[src/rtl/usr_pkg.sv]
// Shared types for the universal shift register: operation codes, burst FSM states,
// and a helper that classifies which operation codes may drive a burst.
// Purely declarative; no logic and no latency of its own.
package usr_pkg;

  typedef enum logic [2:0] {
    MODE_HOLD = 3'b000,
    MODE_SL   = 3'b001,
    MODE_SR   = 3'b010,
    MODE_ROL  = 3'b011,
    MODE_ROR  = 3'b100,
    MODE_LOAD = 3'b101,
    MODE_ASR  = 3'b110,
    MODE_RSVD = 3'b111
  } mode_t;

  typedef enum logic {
    ST_IDLE  = 1'b0,
    ST_SHIFT = 1'b1
  } state_t;

  // Only real shift/rotate codes may start a burst. Hold, load and the
  // reserved code produce a degenerate start instead.
  function automatic logic is_shift_mode(input mode_t m);
    case (m)
      MODE_SL, MODE_SR, MODE_ROL, MODE_ROR, MODE_ASR: return 1'b1;
      default:                                        return 1'b0;
    endcase
  endfunction

endpackage

[src/rtl/usr_shift_op.sv]
// Next-value mux for the shift register: selects hold/shift/rotate/load result.
// Latency: purely combinational (0 cycles).
// Backpressure: none; the caller decides whether to capture q_next.
// Ports: mode (operation), q (current value), parallel_in (load data),
//        serial_in_l / serial_in_r (fill bits), q_next (result).
module usr_shift_op
  import usr_pkg::*;
#(
  parameter int WIDTH = 8
) (
  input  mode_t            mode,
  input  logic [WIDTH-1:0] q,
  input  logic [WIDTH-1:0] parallel_in,
  input  logic             serial_in_l,
  input  logic             serial_in_r,
  output logic [WIDTH-1:0] q_next
);

  always_comb begin
    q_next = q;
    case (mode)
      MODE_SL:   q_next = {q[WIDTH-2:0], serial_in_l};
      MODE_SR:   q_next = {serial_in_r, q[WIDTH-1:1]};
      MODE_ROL:  q_next = {q[WIDTH-2:0], q[WIDTH-1]};
      MODE_ROR:  q_next = {q[0], q[WIDTH-1:1]};
      MODE_LOAD: q_next = parallel_in;
      MODE_ASR:  q_next = {q[WIDTH-1], q[WIDTH-1:1]};
      default:   q_next = q;  // hold and reserved code
    endcase
  end

endmodule

[src/rtl/univ_shift_reg.sv]
// Universal shift register with clock enable and an N-step burst shift sequencer.
// Latency: single ops land 1 cycle after the edge; a burst takes count enabled cycles, done 1 cycle later.
// Backpressure: en=0 freezes all state and masks done; start is ignored while busy.
// Ports: clk/reset (sync, active-high), en, mode, parallel_in, serial_in_l/_r,
//        start/count (burst request), parallel_out, serial_out_msb/_lsb, busy, done.
module univ_shift_reg
  import usr_pkg::*;
#(
  parameter int               WIDTH     = 8,
  parameter logic [WIDTH-1:0] RESET_VAL = {WIDTH{1'b0}},
  localparam int              CW        = $clog2(WIDTH + 1)
) (
  input  logic             clk,
  input  logic             reset,
  input  logic             en,
  input  logic [2:0]       mode,
  input  logic [WIDTH-1:0] parallel_in,
  input  logic             serial_in_l,
  input  logic             serial_in_r,
  input  logic             start,
  input  logic [CW-1:0]    count,
  output logic [WIDTH-1:0] parallel_out,
  output logic             serial_out_msb,
  output logic             serial_out_lsb,
  output logic             busy,
  output logic             done
);

  state_t           state_q, state_d;
  mode_t            bmode_q, bmode_d;
  logic [CW-1:0]    rem_q,   rem_d;
  logic [WIDTH-1:0] q_q,     q_d;
  logic             done_q,  done_d;

  mode_t            mode_in;
  mode_t            op_mode;
  logic [WIDTH-1:0] q_next;

  assign mode_in = mode_t'(mode);

  // One mux serves both paths: during a burst the latched mode drives it,
  // otherwise the live mode input does.
  assign op_mode = (state_q == ST_SHIFT) ? bmode_q : mode_in;

  usr_shift_op #(
    .WIDTH (WIDTH)
  ) u_shift_op (
    .mode        (op_mode),
    .q           (q_q),
    .parallel_in (parallel_in),
    .serial_in_l (serial_in_l),
    .serial_in_r (serial_in_r),
    .q_next      (q_next)
  );

  always_comb begin
    state_d = state_q;
    bmode_d = bmode_q;
    rem_d   = rem_q;
    q_d     = q_q;
    done_d  = done_q;  // frozen while en=0
    if (en) begin
      done_d = 1'b0;
      case (state_q)
        ST_IDLE: begin
          if (start) begin
            // Register is untouched in the start cycle either way.
            if (is_shift_mode(mode_in) && (count != '0)) begin
              state_d = ST_SHIFT;
              bmode_d = mode_in;
              rem_d   = count;
            end else begin
              done_d = 1'b1;
            end
          end else begin
            q_d = q_next;
          end
        end
        ST_SHIFT: begin
          q_d   = q_next;
          rem_d = rem_q - CW'(1);
          if (rem_q == CW'(1)) begin
            state_d = ST_IDLE;
            done_d  = 1'b1;
          end
        end
        default: state_d = ST_IDLE;
      endcase
    end
  end

  always_ff @(posedge clk) begin
    if (reset) begin
      state_q <= ST_IDLE;
      bmode_q <= MODE_HOLD;
      rem_q   <= '0;
      q_q     <= RESET_VAL;
      done_q  <= 1'b0;
    end else begin
      state_q <= state_d;
      bmode_q <= bmode_d;
      rem_q   <= rem_d;
      q_q     <= q_d;
      done_q  <= done_d;
    end
  end

  assign parallel_out   = q_q;
  assign serial_out_msb = q_q[WIDTH-1];
  assign serial_out_lsb = q_q[0];
  assign busy           = (state_q == ST_SHIFT);
  // A pending done pulse stays stored across a stall but is only shown while enabled.
  assign done           = done_q & en;

endmodule

[config.mk]
export PLATFORM = sky130hd
export DESIGN_NAME = univ_shift_reg
export DESIGN_NICKNAME = d
export VERILOG_FILES = /design/src/rtl/usr_pkg.sv /design/src/rtl/usr_shift_op.sv /design/src/rtl/univ_shift_reg.sv
export SDC_FILE = /design/constraint.sdc
export NUM_CORES = 1
export LEC_CHECK = 0
export ABC_AREA = 0
export BUFFER_PORTS_ARGS = -buffer_cell sky130_fd_sc_hd__buf_2
export CAP_MARGIN = 20
export CORE_ASPECT_RATIO = 1.75
export CORE_MARGIN = 3
export CORE_UTILIZATION = 40
export CTS_CLUSTER_SIZE = 24
export DETAILED_ROUTE_END_ITERATION = 6
export REMOVE_ABC_BUFFERS = 1
export SLEW_MARGIN = 20
export SYNTH_ARGS = -nofsm -noshare
export SYNTH_HDL_FRONTEND = slang
export SYNTH_HIERARCHICAL = 1
export SYNTH_SLANG_ARGS = --single-unit
[constraint.sdc]
create_clock -name clk -period 4.3 [get_ports clk]
set_clock_uncertainty 0.15 [all_clocks]
set_input_delay 0.86 -clock clk [delete_from_list [all_inputs] [get_ports clk]]
set_output_delay 0.86 -clock clk [all_outputs]
set_load 0.02 [all_outputs]
==> reports/results.ini, run 1 <==
[status]
status=finished clean

[cts]
cts_hold_buf=0
cts_resized=0
cts_tree=yes
clock-sinks=17
cts_max_path_buffers=2
postCtsSetupBuffers=0
clk_pin_slew_ns=0.07
cts-root-buf=clkbuf_8
clock_latency_ns=0.25
htreeDepth=1
numCtsBuffers=3

[drt]
ant_nets=0
avgRoutedWirePerCell_um=14.3
vias_per_cell=5.91
first_pass_iters=4
drt_wl_total_mm=3.12
drc=0
dr.first_iter.drc_count=45
vias=1288

[sta]
finalCritPeriodShare_pct=60.1
fin_setup_tns_ns=0
fmax_mhz=387
setup_viol=0
slew_viol_final=0
finalHoldViolations=0
slew-limit-headroom_pct=46.0
worstMarginPinSlew_ns=0.802
finalCriticalPeriod_ns=2.59
setup_slack_ns=1.71
hold_ws_ns=0.325
rsz0062_at_grt=false

[logic_synthesis]
ys_types=41
yosysWarnings=6
synthAdderAreaFrac_pct=1.95
synth.area.mux_share_pct=13.1
syn-cell-area_sq_um=1280
synthXorXnorAreaFrac_pct=0
synth_top_family_by_area=compound AO/OA/AOI/OAI gates
async_flop_share_pct=0
yosys.area_share.simple_pct=19.7
synth-edff-count=0
syn-instance-count=153
synth_compound_area_share_pct=28.5
avgSynthCellArea_sq_um=8.37
seq_area_frac_synth_pct=26.6
ys_ff_latch=17
synth_ff_type=dfxtp_1

[floorplanning]
die_h_um=80.9
core_sq_um=2990
dieArea_sq_um=3940
row_count=26
ios=33
die_w_um=48.8
initial_utilization_pct=42.8

[setup_path]
arrival_ns=2.57
critPathMaxFanout=30
slowest_stage=dfxtp_1
max_stage_delay_ns=0.77
rrSetupSlack_ns=1.71
regToRegStartpoint=busy$_SDFFE_PP0P_
regToRegEndpoint=parallel_out[2]$_SDFFE_PP0P_
end_kind=flop
startpoint_type=flop
required_ns=4.28
criticalPathCategory=reg2reg
path_cells=mux2_2 -> nor2_1 -> a221o_1 -> a22o_1 -> mux2i_1 -> nor2_1
cp_common_cell=nor2_1
ff2ff_path_depth=6

[power]
seq_power_share_pct=42.2
clockPowerShare_pct=27.8
p_switching_uw=140
internal_power_uw=291
finalPower_uw=431
combPwrFrac_pct=29.9
ir_drop_mv=0.167
swShare_pct=32.5
power.density_nw_per_um2=296
p_leak_nw=0.609

[global_routing]
grt_pass1_wl_mm=5.18
antenna_found_initial=0
grt_pass1_vias=1213
grt_usage_pct=16.4
grt_overflow_total=0
grt_max_degree=31

[cells_and_area]
final_nets=200
diodes=0
multi_input_area_sq_um=811
regArea_sq_um=340
fin_cells=218
fill_cells=337
drive_above_1_share_pct=28.4
area_delta_synth_final_pct=13.8

[run]
maxCapViolations=0

[hold_path]
min_path_type=reg2reg
hold_depth=2
min_delay_worst_endpoint=done_q$_SDFFE_PP0P_
min_from=done_q$_SDFFE_PP0P_

[place]
port_buffers=32
dp_hpwl_mm=2.33
dpl.cell_count=214
post-place-ws_ns=1.65
place.gp.congestion=0.749

==> worst max-delay path by stage <==
stage                                   endpoint         startpoint  cells past startpoint
floorplan           parallel_out[0]$_SDFFE_PP0P_  busy$_SDFFE_PP0P_                      6
global placement    parallel_out[2]$_SDFFE_PP0P_            mode[0]                      7
global route        parallel_out[1]$_SDFFE_PP0P_  busy$_SDFFE_PP0P_                      6
finish              parallel_out[2]$_SDFFE_PP0P_  busy$_SDFFE_PP0P_                      6
detailed placement  parallel_out[2]$_SDFFE_PP0P_            mode[0]                      7
CTS                 parallel_out[2]$_SDFFE_PP0P_  busy$_SDFFE_PP0P_                      6
==> layout by cell type (no fill, tap or decap), types with 2 or more instances in the layout <==
| cell | netlist | final |
|---|---|---|
| a22oi_1 | 5 | 5 |
| mux2i_1 | 10 | 10 |
| mux2_2 | 6 | 6 |
| o22ai_1 | 8 | 8 |
| o221ai_1 | 6 | 6 |
| nand2b_1 | 2 | 2 |
| o21ai_1 | 3 | 3 |
| a221o_1 | 4 | 4 |
| ha_1 | 2 | 2 |
| nor2_1 | 13 | 13 |
| a211oi_1 | 2 | 2 |
| a21oi_1 | 8 | 8 |
| o21ai_0 | 4 | 4 |
| a211o_1 | 2 | 2 |
| clkbuf_8 | 0 | 3 |
| inv_1 | 11 | 11 |
| nand3_1 | 2 | 2 |
| nor3_1 | 4 | 4 |
| buf_2 | 5 | 32 |
| nor4_2 | 2 | 2 |
| dfxtp_1 | 17 | 17 |
| nor4_1 | 2 | 2 |
| nand2_1 | 7 | 7 |
| nand3b_1 | 5 | 5 |
==> power by group through the flow <==
stage	Combinational, mW	Clock (mW)	Sequential [mW]
floorplan	0.0830	0	0.190
global placement	0.125	0	0.185
detailed placement	0.128	0	0.185
CTS	0.129	0.124	0.182
global route	0.141	0.133	0.184
finish	0.129	0.120	0.182
==> per-layer routing <==
layer / global-route usage, % / share of wire (%) / vias to the layer above
li1: - / - / 629
met1: 17.2 / 40 / 603
met2: 31.2 / 52 / 50
met3: 3.12 / 6.2 / 6
met4: 7.12 / 1.6 / 0
met5: 0 / 0 / -
==> flip-flops by register name (all words and copies together), names as in the netlist <==
register and flops:
bmode_q 3, rem_q 4, done_q 1, parallel_out 8
busy 1
==> synthesized netlist by cell type, drive strengths merged (4+ instances only) <==
| cell type | count | share of area, % |
|---|---|---|
| o22ai | 8 | 3.9 |
| mux2i | 10 | 7.8 |
| o21ai | 7 | 2.7 |
| nand3b | 5 | 2.9 |
| dfxtp | 17 | 27 |
| nor4 | 4 | 2.9 |
| nand2 | 7 | 2.1 |
| buf | 12 | 6.3 |
| a22oi | 5 | 2.9 |
| a221o | 4 | 3.1 |
| o221ai | 6 | 4.1 |
| mux2 | 6 | 5.3 |
| inv | 11 | 3.2 |
| nor3 | 5 | 2.3 |
| nor2 | 13 | 3.8 |
| a21oi | 8 | 3.1 |
==> critical path, delay by kind of cell, from the launching register on <==
family             cells  cell delay, ns
AOI/OAI and AO/OA      2            0.54
DFF                    1            0.77
muxes                  2            0.76
and+or+nand+nor        2            0.23
==> area by class of cell <==
type / instances / area share (%)
tap: 42 / 3.61
clock buffer: 4 / 3.09
inverter: 11 / 2.83
timing repair buffer: 33 / 11.5
sequential: 17 / 23.3
multi-input combinational: 111 / 55.6
==> cell families (layout without fill, tap and decap cells) <==
family	count (synthesis)	in the layout
AOI/OAI and AO/OA	49	49
buffers and inverters	25	48
muxes	16	16
adders and majority gates	2	2
and+or+nand+nor	44	44
DFF	17	17
==> through the flow <==
stage / util [%] / cell area, sq um
finish: 48.7 / 1460
global route: 48.7 / 1460
CTS: 48.7 / 1460
detailed placement: 47.2 / 1410
global placement: 47.2 / 1410
floorplan: - / 1190
Power figures use the tool's default switching activity.
==> run 2, diff against run 1 <==
ABC_AREA = 1   (was 0)
clock period = 2.3 ns   (was 4.3 ns; I/O delays follow)
==> run 2 against run 1 <==
Wire length increased by 12%. Sequential power increased by 88%. Synthesized cell count increased by 44%. Fmax increased by 34%. Power increased by 92%. Largest cell class unchanged. Die area increased by 8.7%.
==> reports/results.ini, run 2 <==
[cells_and_area]
multi_input_area_sq_um=866
final_nets=274
regArea_sq_um=340
fill_cells=380
drive_above_1_share_pct=22.4
diodes=0
final_common_cell=nand2_1
largest_reg_flops=8
final_cell_mix=44 x nand2_1, 39 x nor2_1, 32 x buf_2
area_delta_synth_final_pct=14.6
final_core_util_pct=49.7

[sta]
fin_setup_tns_ns=0
hold_ws_ns=0.335
worstMarginPinSlew_ns=0.457
slew_viol_final=0
finalHoldViolations=0
finalCritPeriodShare_pct=83.8
setup_slack_ns=0.373
slew-limit-headroom_pct=69.5
setup_viol=0
finalCriticalPeriod_ns=1.93
rsz0062_at_grt=false
fmax_mhz=519

[hold_path]
min_path_type=in2reg

[drt]
vias_per_cell=5.11
dr.first_iter.drc_count=28
drt_wl_total_mm=3.50
avgRoutedWirePerCell_um=12.0
vias=1498
drc=0
ant_nets=0
first_pass_iters=4

[logic_synthesis]
yosysWarnings=6
yosys.area.top_type_share_pct=24.2
synth.area.mux_share_pct=0
yosys.area_share.simple_pct=48.8
syn-cell-area_sq_um=1410
synthXorXnorAreaFrac_pct=0
synthAdderAreaFrac_pct=1.78
avgSynthCellArea_sq_um=6.36
seq_area_frac_synth_pct=24.2
ys_types=27
syn-instance-count=221
synth_ff_type=dfxtp_1
synth_common_cells=44 x nand2_1, 39 x nor2_1, 24 x nand3_1
yosysTopAreaCell=dfxtp_1
async_flop_share_pct=0
ys_top_cells_by_area=dfxtp_1 24%, nand2_1 12%, nor2_1 10%
synth_top_family_by_area=simple AND/OR/NAND/NOR gates
synth-edff-count=0
synth_compound_area_share_pct=11.0
ys_ff_latch=17
synth_most_common_cell=nand2_1

[floorplanning]
row_count=27
dieArea_sq_um=4290
initial_utilization_pct=43.3
ios=33
core_sq_um=3240
die_h_um=84.4
die_w_um=50.8

[place]
post-place-ws_ns=0.332
dp_hpwl_mm=2.77
port_buffers=32
place.gp.congestion=0.799

[setup_path]
startpoint_type=flop
path_buf_inv=3
slowest_stage=dfxtp_1
criticalPathCategory=reg2reg
max_stage_delay_ns=0.51
end_kind=flop
arrival_ns=1.92
critPathMaxFanout=11
cp_top_family=flip-flops
required_ns=2.29
path_cells=inv_6 -> o21ai_1 -> inv_1 -> o21ai_1 -> buf_4 -> o21a_1 -> nand3_1 -> nor2_1 -> nor2_1

[status]
status=finished clean

[global_routing]
grt_pass1_vias=1349
antenna_found_initial=0
grt_usage_pct=17.7
grt_max_degree=20
grt_pass1_wl_mm=6.04
grt_overflow_total=0

[cts]
clock-sinks=17
postCtsSetupBuffers=0
clk_pin_slew_ns=0.07
numCtsBuffers=3
cts_hold_buf=0
cts_tree=yes
cts-root-buf=clkbuf_8
htreeDepth=1
clock_latency_ns=0.25
cts_resized=0
cts_max_path_buffers=2

[power]
finalPower_uw=825
power.density_nw_per_um2=512
ir_drop_mv=0.366
p_leak_nw=0.828

[run]
maxCapViolations=0

## run 2: area by class of cell
| class | count | share of cell area (%) |
|---|---|---|
| well taps | 43 | 3.34 |
| clock buffers | 4 | 2.80 |
| inverters | 26 | 6.68 |
| flip-flops and latches | 17 | 21.1 |
| repair buffers | 37 | 12.3 |
| multi-input cells | 166 | 53.8 |
## run 2: where the power goes
part	switching, mW	leakage (nW)	internal, mW
registers	0.0249	0.140	0.317
logic	0.167	0.666	0.0941
clock network	0.0992	0.0228	0.123
total	0.291	0.828	0.534
## run 2: cells by family (layout without fill, tap and decap cells)
kind of cell,Yosys count,count (layout)
compound gates,25,25
buf+inv,38,67
fa+ha+maj,2,2
flops,17,17
simple gates,139,139
## run 2: per-layer routing
layer	vias up	global-route usage [%]	part of all wire, %
met1	670	19.9	41
met3	5	1.78	3.7
li1	791	-	-
met2	32	33.8	54
met4	0	5.15	1.4
met5	-	0	0
## run 2: tightest hold or removal path: stages
cell    delay (ns)
buf_2         0.11
nor2_1        0.05
nor2_1        0.08
## run 2: final timing paths
| check | startpoint | to | slack [ns] | cells past startpoint |
|---|---|---|---|---|
| setup / recovery | busy$_SDFFE_PP0P_ | parallel_out[3]$_SDFFE_PP0P_ | 0.37 | 9 |
| hold / removal | mode[0] | bmode_q[0]$_SDFFE_PP0P_ | 0.33 | 3 |
| setup reg to reg | busy$_SDFFE_PP0P_ | parallel_out[3]$_SDFFE_PP0P_ | 0.37 | 9 |
| hold reg to reg | bmode_q[1]$_SDFFE_PP0P_ | bmode_q[1]$_SDFFE_PP0P_ | 0.34 | 2 |
## run 2: per-stage QoR
stage	std cells	area (sq um)
final	293	1610
after global routing	293	1610
after CTS	293	1610
after detailed placement	289	1570
after global placement	289	1570
after floorplan	209	1310
==> run 3, diff against run 2 <==
clock period = 2.01 ns   (was 2.3 ns; I/O delays follow)
==> run 3 against run 2 <==
Final cell count rose by 1.0%. Fmax rose by 7.5%. Core utilization rose by 1.1 points. Via count rose by 0.67%. Critical path depth did not move. Wire length fell by 0.46%. Flip-flop and latch count did not move. Register-to-register slack got worse by 0.16 ns. Die area did not move. Largest cell class unchanged. Largest power group unchanged.
==> reports/results.ini, run 3 (same netlist as run 2, synthesis figures left out) <==
[floorplanning]
initial_utilization_pct=43.3
dieArea_sq_um=4290
die_h_um=84.4
ios=33
row_count=27
die_w_um=50.8
core_sq_um=3240

[cts]
postCtsSetupBuffers=0
numCtsBuffers=3
cts_resized=0
cts_hold_buf=0
cts_max_path_buffers=2
cts-root-buf=clkbuf_8
clock-sinks=17
htreeDepth=1
cts_tree=yes
clock_latency_ns=0.25
clk_pin_slew_ns=0.07

[setup_path]
arrival_ns=1.79
path_cells=inv_6 -> o21ai_1 -> inv_1 -> o21ai_1 -> buf_4 -> o21a_1 -> nand3_1 -> nor2_1 -> nor2_1
ff2ff_path_depth=9
required_ns=2.01
critPathMaxFanout=11
path_buf_inv=3
end_kind=flop
cp_top_family=compound AO/OA/AOI/OAI gates
criticalPathCategory=reg2reg
startpoint_type=flop
max_stage_delay_ns=0.40
slowest_stage=dfxtp_2
cp.depth=9

[run]
maxCapViolations=0

[hold_path]
min_path_type=in2reg
hold_depth=3

[global_routing]
grt_max_degree=20
grt_usage_pct=17.7
grt_pass1_vias=1400
antenna_found_initial=0
grt_overflow_total=0
grt_pass1_wl_mm=6.06

[cells_and_area]
drive_above_1_share_pct=23.7
fill_cells=361
final_cell_mix=44 x nand2_1, 39 x nor2_1, 32 x buf_2
largest_reg_flops=8
final_nets=277
area_delta_synth_final_pct=17.2
final_common_cell=nand2_1
diodes=0

[drt]
drc=0
vias=1508
first_pass_iters=6
dr.first_iter.drc_count=40
drt_wl_total_mm=3.49
ant_nets=0
avgRoutedWirePerCell_um=11.8
vias_per_cell=5.09

[status]
status=finished clean

[power]
power.density_nw_per_um2=583
clockPowerShare_pct=26.9
p_switching_uw=338
internal_power_uw=621
finalPower_uw=960
combPwrFrac_pct=32.5
seq_power_share_pct=40.6
swShare_pct=35.3
ir_drop_mv=0.396
p_leak_nw=0.847

[sta]
fmax_mhz=558
slew_viol_final=0
finalHoldViolations=0
setup_viol=0
hold_ws_ns=0.279
fin_setup_tns_ns=0
rsz0062_at_grt=false
worstMarginPinSlew_ns=0.441
finalCriticalPeriod_ns=1.79
finalCritPeriodShare_pct=89.2
slew-limit-headroom_pct=70.5

[place]
place.gp.congestion=0.793
port_buffers=32
dp_hpwl_mm=2.78

run 3: cell types whose count changed in the layout (fill, tap and decap cells not counted), sizes merged:
cell / before / now
buf: 37 / 40
run 3: final timing paths:
check	startpoint	to	slack, ns
setup / recovery	busy$_SDFFE_PP0P_	parallel_out[3]$_SDFFE_PP0P_	0.22
hold / removal	reset	busy$_SDFFE_PP0P_	0.28
setup reg to reg	busy$_SDFFE_PP0P_	parallel_out[3]$_SDFFE_PP0P_	0.22
hold reg to reg	bmode_q[2]$_SDFFE_PP0P_	bmode_q[2]$_SDFFE_PP0P_	0.34
run 3: area by class of cell:
| class | count | area, sq um | share of cell area [%] |
|---|---|---|---|
| Inverter | 26 | 108 | 6.53 |
| Tap cell | 43 | 53.8 | 3.27 |
| Sequential cell | 17 | 342 | 20.7 |
| Timing Repair Buffer | 40 | 233 | 14.1 |
| Multi-Input combinational cell | 166 | 866 | 52.6 |
| Clock buffer | 4 | 45.0 | 2.74 |
run 3: power by group through the flow:
stage,clock (mW),sequential [mW],combinational [mW]
global placement,0,0.398,0.311
CTS,0.271,0.390,0.314
detailed placement,0,0.398,0.313
global route,0.285,0.394,0.350
finish,0.258,0.390,0.312
floorplan,0,0.412,0.186
run 3: worst min-delay path, stage by stage:
cell and delay (ns):
buf_2 0.08, a21oi_1 0.03, o2111a_1 0.12
run 3: per-layer routing:
metal  global-route usage, %  up-vias  share of wire [%]
li1                        -      796                  -
met1                    18.9      666                 40
met2                    33.8       41                 54
met3                    1.95        5                4.3
met4                    6.62        0                1.6
met5                       0        -                  0
run 3: stage by stage:
stage | utilization (%) | area [sq um] | setup WS [ns] | cells
after floorplan | - | 1310 | -1.31 | 209
after detailed placement | 49.3 | 1600 | 0.107 | 292
after CTS | 50.7 | 1650 | 0.111 | 296
after global placement | 49.3 | 1600 | 0.115 | 292
after global routing | 50.8 | 1650 | 0.0582 | 296
final | 50.8 | 1650 | 0.217 | 296
